**config.mk**
```make
export PLATFORM = sky130hd
export DESIGN_NAME = plic_gateway
export DESIGN_NICKNAME = d
export VERILOG_FILES = /design/src/rtl/plic_gateway.sv
export SDC_FILE = /design/constraint.sdc
export NUM_CORES = 1
export LEC_CHECK = 0
export BUFFER_PORTS_ARGS = -buffer_cell sky130_fd_sc_hd__buf_2
export CORE_MARGIN = 10
export CORE_UTILIZATION = 40
export DETAILED_ROUTE_END_ITERATION = 10
export GPL_ROUTABILITY_DRIVEN = 0
export PLACE_DENSITY = 0.6
export SYNTH_ARGS = -nofsm -noshare
export SYNTH_HDL_FRONTEND = slang
export SYNTH_SLANG_ARGS = --single-unit
```
**constraint.sdc**
```tcl
create_clock -name clk -period 2.2 [get_ports clk]
set_input_delay 0.22 -clock clk [delete_from_list [all_inputs] [get_ports clk]]
set_output_delay 0.22 -clock clk [all_outputs]
set_load 0.01 [all_outputs]
```
**src/rtl/plic_gateway.sv**
```systemverilog
// Per-source interrupt gateway in front of the PLIC: turns raw level/edge lines into one-cycle requests.
// Define PLIC_GW_SYNC_EN to add a 2-flop synchronizer on each src_irq bit (asynchronous device domains).
module plic_gateway #(
    parameter int NSRC  = 2,
    parameter int CNT_W = 4
) (
    input  logic            clk,
    input  logic            rst,
    input  logic [NSRC-1:0] src_irq,
    input  logic [NSRC-1:0] src_edge,
    input  logic [NSRC-1:0] gw_enable,
    input  logic [NSRC-1:0] complete,
    input  logic [NSRC-1:0] ovf_clr,
    output logic [NSRC-1:0] irq_req,
    output logic [NSRC-1:0] in_service,
    output logic [NSRC-1:0] ovf
);

    typedef enum logic [1:0] {
        ST_IDLE = 2'd0,
        ST_FIRE = 2'd1,
        ST_WAIT = 2'd2
    } gw_state_e;

    localparam logic [CNT_W-1:0] CNT_MAX = '1;
    localparam logic [CNT_W-1:0] CNT_ONE = {{(CNT_W-1){1'b0}}, 1'b1};

    logic [NSRC-1:0] s_q;
    logic [NSRC-1:0] s_prev_q;
    logic [NSRC-1:0] new_edge;

`ifdef PLIC_GW_SYNC_EN
    logic [NSRC-1:0] sync1_q;
    logic [NSRC-1:0] sync2_q;

    always_ff @(posedge clk or posedge rst) begin
        if (rst) begin
            sync1_q  <= '0;
            sync2_q  <= '0;
            s_q      <= '0;
            s_prev_q <= '0;
        end else begin
            sync1_q  <= src_irq;
            sync2_q  <= sync1_q;
            s_q      <= sync2_q;
            s_prev_q <= s_q;
        end
    end
`else
    always_ff @(posedge clk or posedge rst) begin
        if (rst) begin
            s_q      <= '0;
            s_prev_q <= '0;
        end else begin
            s_q      <= src_irq;
            s_prev_q <= s_q;
        end
    end
`endif

    assign new_edge = s_q & ~s_prev_q;

    for (genvar i = 0; i < NSRC; i++) begin : g_src
        gw_state_e        state_q;
        gw_state_e        state_d;
        logic [CNT_W-1:0] cnt_q;
        logic [CNT_W-1:0] cnt_d;
        logic             ovf_q;
        logic             ovf_d;
        logic             cnt_nz;
        logic             avail;
        logic             take;

        always_ff @(posedge clk or posedge rst) begin
            if (rst) begin
                state_q <= ST_IDLE;
                cnt_q   <= '0;
                ovf_q   <= 1'b0;
            end else begin
                state_q <= state_d;
                cnt_q   <= cnt_d;
                ovf_q   <= ovf_d;
            end
        end

        always_comb begin
            cnt_nz  = (cnt_q != '0);
            avail   = gw_enable[i] & (src_edge[i] ? (cnt_nz | new_edge[i]) : s_q[i]);
            take    = (state_q == ST_IDLE) & avail;
            state_d = state_q;
            cnt_d   = cnt_q;
            ovf_d   = ovf_q;

            unique case (state_q)
                ST_IDLE: if (avail) state_d = ST_FIRE;
                ST_FIRE: state_d = ST_WAIT;
                ST_WAIT: if (complete[i]) state_d = ST_IDLE;
                default: state_d = ST_IDLE;
            endcase

            // A same-cycle saturation drop overrides the software clear below.
            if (ovf_clr[i]) ovf_d = 1'b0;

            if (!src_edge[i] || !gw_enable[i]) begin
                cnt_d = '0;
            end else if (take) begin
                // Taking a queued edge while a new one arrives leaves the count unchanged.
                if (cnt_nz && !new_edge[i]) cnt_d = cnt_q - CNT_ONE;
            end else if (new_edge[i]) begin
                if (cnt_q == CNT_MAX) ovf_d = 1'b1;
                else                  cnt_d = cnt_q + CNT_ONE;
            end
        end

        assign irq_req[i]    = (state_q == ST_FIRE);
        assign in_service[i] = (state_q == ST_WAIT);
        assign ovf[i]        = ovf_q;
    end

endmodule

```
---- After elaboration in Yosys (flattened, before gate mapping) ----
Cells that the tools add are included.
operators by class
  eq/ne operators ......................... 14
  muxes and demuxes ....................... 28
  $add $sub $neg .......................... 4
  bitwise operators ....................... 8
  $lt $le $gt $ge ......................... 0
  reductions and logical operators ........ 20
  multipliers ............................. 0
  shift-type cells ........................ 0
  divide/modulo/power cells ............... 0
operator list
  operator                                          number
  two-way mux 4 bit                                 10
  two-way mux 1 bit                                 12
  case mux 2 bit (3 select lines)                   2
  adder 4 x 1 -> 4 bit, second input constant       2
  == test 4 bit, second input constant              2
  two-way mux 2 bit                                 4
  != test 2 bit, second input constant              4
  nonzero test 4 bit                                2
  subtractor 4 x 1 -> 4 bit, second input constant  2
  zero test 1 bit                                   6
  != test 3 x 1 -> 1 bit, second input constant     2
  != test 3 bit, second input constant              2
  AND reduction 3 bit                               2
  nonzero test 3 bit                                2
  bitwise AND 1 bit                                 4
  == test 2 x 1 -> 1 bit, second input constant     2
  == test 2 bit, second input constant              2
  zero test 2 bit                                   2
  AND reduction 2 bit                               2
  bitwise AND 2 bit                                 1
  logical AND 1 bit                                 2
  logical OR 1 bit                                  2
  NOT 2 bit                                         1
  bitwise OR 1 bit                                  2
word-level totals
  bits in latches ......................... 0
  memories ................................ 0
  ROM bits ................................ 0
  bits of input ports ..................... 12
  output and inout port bits .............. 6
  register bits ........................... 18
  bits in writable memories ............... 0
  word-level logic and storage cells ...... 82

---- Logic depth before layout (Yosys ltp) ----
  depth in word-level cells ............... 8
  gate-level depth with buffers ........... 12
  mapped depth without buffers ............ 10

---- Worst setup path after synthesis ----
No wires, ideal clock.
  path type ............................... register to register
  from .................................... reg g_src[0].cnt_q[1]
  to ...................................... reg g_src[0].cnt_q[3]
  setup slack ............................. 0.000 ns
  clock period less this slack ............ 2.200 ns
  cell stages (with the launch flop) ...... 9
  required time ........................... 2.081 ns
  buffers on the path ..................... 0
  data arrival time ....................... 2.081 ns
  library setup time ...................... 0.119 ns
  cell sequence ........................... dfrtp_1 or4_4 o211a_1 ha_1 a31oi_1 nor4_1 a31oi_2 xor2_1 nor2_1
on the way
  word-level cells in the longest chain between the ends .. 7
  elaborated cells between the ends (all ways) .. 18
  classes of those cells .................. add/sub: 2; eq/ne: 3; mux: 6; bitwise: 3; reduce/logical: 4
RTL lines
  what                                                                       RTL line  source
  start: declaration                                                         66        logic [CNT_W-1:0] cnt_q;
  start signal: assignment                                                   81        cnt_q <= cnt_d;
  nonzero test 4 bit                                                         87        cnt_nz = (cnt_q != '0);
  bitwise OR 1 bit                                                           88        avail = gw_enable[i] & (src_edge[i] ? (cnt_nz | new_edge[i]) : s_q[i]);
  two-way mux 1 bit                                                          88
  bitwise AND 1 bit                                                          88
  bitwise AND 1 bit                                                          89        take = (state_q == ST_IDLE) & avail;
  != test 3 x 1 -> 1 bit (no line), or another cell as far along             -
  AND reduction 3 bit (no line) / two-way mux 4 bit (equally long branches)  -
Several ways; a longest one is shown, not always the timed one. The select of a mux whose other input is x is not followed.
A chain may end at the register's enable or synchronous reset.

---- Worst setup path after layout ----
  from .................................... reg g_src[1].state_q[0]
  to ...................................... reg g_src[1].cnt_q[2]
on the way
  word-level cells in the longest chain between the ends .. 4
  elaborated cells between the ends (all ways) .. 8
  classes of those cells .................. eq/ne: 2; mux: 2; bitwise: 1; reduce/logical: 3
RTL lines
  what                                                                       RTL line  source
  start: declaration                                                         64        gw_state_e state_q;
  start signal: assignment                                                   80        state_q <= state_d;
  zero test 2 bit *                                                          89
  bitwise AND 1 bit *                                                        89
  != test 3 x 1 -> 1 bit (no line), or another cell as far along             -
  AND reduction 3 bit (no line) / two-way mux 4 bit (equally long branches)  -
  end signal: assignment                                                     81
  end: declaration                                                           66
Mark *: on every way between the ends. The rest lies on a longest branch, timed or not.

==> flow_summary.ini <==
[outcome]
status = completed

[routing]
drt_wl_total_mm = 2.38
firstDrtPassIters = 4
drcViolationCount = 0
drtIter0Drc = 32
via_per_inst = 5.34
vias = 865
wl_per_cell_um = 14.7
ant_nets = 0

[clock_tree]
cts_buffers = 3
clock_path_buffers = 2
cts_tree = done
cts_max_level = 1
root_buffer = clkbuf_4
clk_latency_ps = 300
clk_pin_slew_ps = 110
cts_sinks = 18

[logic_synthesis]
yosys_warnings = 0
syn_area_per_cell_um2 = 10.7
synthesis.area_mm2 = 0.00111
synth_seq_area_share = 0.406
syn-num-nets = 119
synth_seq_cells = 18
syn_inst = 104
synth_cell_types = 40

[critical_path]
cp-end-kind = register
crit_arrival_ps = 2410
criticalPathCategory = register to register
critPathMostFrequentCell = nor4b_4
r2r_cells = 7
crit_chain = nor4b_4, and2_2, xor2_1, ha_2, or2b_1, nor4b_4, a311o_1
max_stage_delay_ps = 440
crit_required_ps = 2440
worstPathMaxFanout = 5
critPathLaunchType = register
slowest_stage = dfrtp_1
r2r-end = g_src[1].cnt_q[2]$_DFFE_PP0P_
crit_start = g_src[1].state_q[0]$_DFFE_PP0P_
reg2reg_slack_ps = 30
crit_end = g_src[1].cnt_q[2]$_DFFE_PP0P_
rr_startpoint = g_src[1].state_q[0]$_DFFE_PP0P_

[timing]
slew_viol_final = 0
hold_ws_ps = 6.39
finalCritPeriodShare = 0.986
clock-skew-final_ps = 5.81
rsz0062_at_grt = yes
setup_viol = 0
hold_viol_final = 0
tightest_slew_ps = 693
clock.fmax_ghz = 0.461
period_minus_slack_ps = 2170
slew-limit-headroom = 0.537

[hold_path]
hold_path.class = primary input to async pin

[layout]
antenna-diode-count = 0
final_cells = 162
mostFrequentLayoutCells = 17 x dfrtp_1, 17 x buf_2, 12 x nor2_1
areaGrowthSynthToFinish_pct = 23.9
fin_area_mm2 = 0.00138
drive_above_1_share = 0.405
fin_util = 0.507
nNetsFinal = 147

[grt]
grt_pass1_vias = 864
grt_overflow = 0
grt_start_max_net_pins = 19
antenna_found_initial = 0
grt_pass1_wl_mm = 3.77
track_usage = 0.0872

[placed_design]
dp.cells = 153
port_buffers = 17
dp_hpwl_mm = 1.73
dpl_cell_area_mm2 = 0.00123

[die]
dieArea_mm2 = 0.00528
die_w_um = 72.7
die_h_um = 72.7
fp-row-count = 19
core_mm2 = 0.00271
initial_utilization = 0.410
ios = 18

[pwr]
leakage_nw = 0.657
powerDensity_mw_per_mm2 = 554
ir_drop_v = 0.000478
power_mw = 0.761

[run]
drv_cap = 0
## worst max-delay path, delay by kind of cell, from the launching register on
kind | cells | cell delay (ps)
and+or+nand+nor | 4 | 1120
DFF | 1 | 440
adders and majority gates | 1 | 240
xor gates and xnor gates | 1 | 180
AOI/OAI and AO/OA | 1 | 140
## Yosys cell counts (all sizes together)
cell,n,area share
dfrtp,18,0.41
nor2,13,0.051
buf,7,0.054
inv,6,0.020
nand3,5,0.023
nand2,4,0.014
nor2b,4,0.023
xor2,4,0.032
a31oi,3,0.023
ha,3,0.034
mux2i,3,0.027
nor3,3,0.014
nor4,3,0.030
a21o,2,0.014
and4,2,0.018
nor4b,2,0.043
o211a,2,0.018
o32ai,2,0.016
or2b,2,0.015
xnor2,2,0.016
a21oi,1,0.0045
a311o,1,0.0090
a41oi,1,0.0079
and2,1,0.0068
and2b,1,0.0068
mux2,1,0.014
nand2b,1,0.0056
nand4,1,0.0056
nand4b,1,0.0079
nor3b,1,0.011
o21ai,1,0.0045
o221ai,1,0.014
or2,1,0.0056
or4,1,0.010
## metal layers
| layer | vias to the layer above | GRT usage | part of all wire |
|---|---|---|---|
| li1 | 422 | - | - |
| met1 | 422 | 0.0908 | 0.40 |
| met2 | 19 | 0.151 | 0.52 |
| met3 | 2 | 0.0422 | 0.068 |
| met4 | 0 | 0.0253 | 0.0055 |
| met5 | - | 0 | 0 |
## flip-flops by register name, summed over array words and instances, names as in the netlist
name	cells
g_src.cnt_q	8
g_src.state_q	4
g_src.ovf_q	2
s_prev_q	2
s_q	2
## report_power, final
group	switching [mW]	internal, mW
Sequential	0.0164	0.349
Clock	0.108	0.101
Combinational	0.0952	0.0922
Total	0.219	0.542
## cell type report
cell class	count	area (µm²)
timing repair buffer	30	188
fill	248	1340
clock buffer	4	36.3
multi-input combinational	73	638
tap	31	38.8
sequential	18	452
inverter	6	22.5
## what timing repair did
item,4_1_cts,5_1_grt
pin swaps,0,5
resized for setup,1,8
endpoints found under the hold margin,0,2
setup endpoints to repair,1,3
hold buffers,0,2
buffers inserted,0,3
## worst min path at each step
| stage | endpoint | slack, ps | cells after the start |
|---|---|---|---|
| detailed placement | s_q[1]$_DFF_PP0_ | 330 | 1 |
| finish | g_src[0].cnt_q[3]$_DFFE_PP0P_ | 6 | 2 |
| floorplan | g_src[0].cnt_q[0]$_DFFE_PP0P_ | 160 | 1 |
| CTS | s_q[1]$_DFF_PP0_ | 9 | 1 |
| global placement | s_q[0]$_DFF_PP0_ | 330 | 1 |
| global route | g_src[1].cnt_q[1]$_DFFE_PP0P_ | 50 | 2 |
## stage by stage
step	TNS (ps)	setup WS, ps
6_report	0	31.1
5_1_grt	-133	-108
4_1_cts	0	0.962
3_5_place_dp	-49.5	-49.5
3_3_place_gp	0	33.3
2_1_floorplan	0	16.7
## logic make-up (layout without fill, tap and decap cells)
logic type | Yosys count | count (layout) | synth area share
buffers and inverters | 13 | 40 | 0.0744
multiplexers | 4 | 4 | 0.0406
AO/OA/AOI/OAI | 14 | 14 | 0.109
adder cells (fa/ha/maj) | 3 | 3 | 0.0338
AND/OR/NAND/NOR | 46 | 46 | 0.289
flip-flops | 18 | 18 | 0.406
XOR/XNOR | 6 | 6 | 0.0474
(Power assumes the default switching activity.)
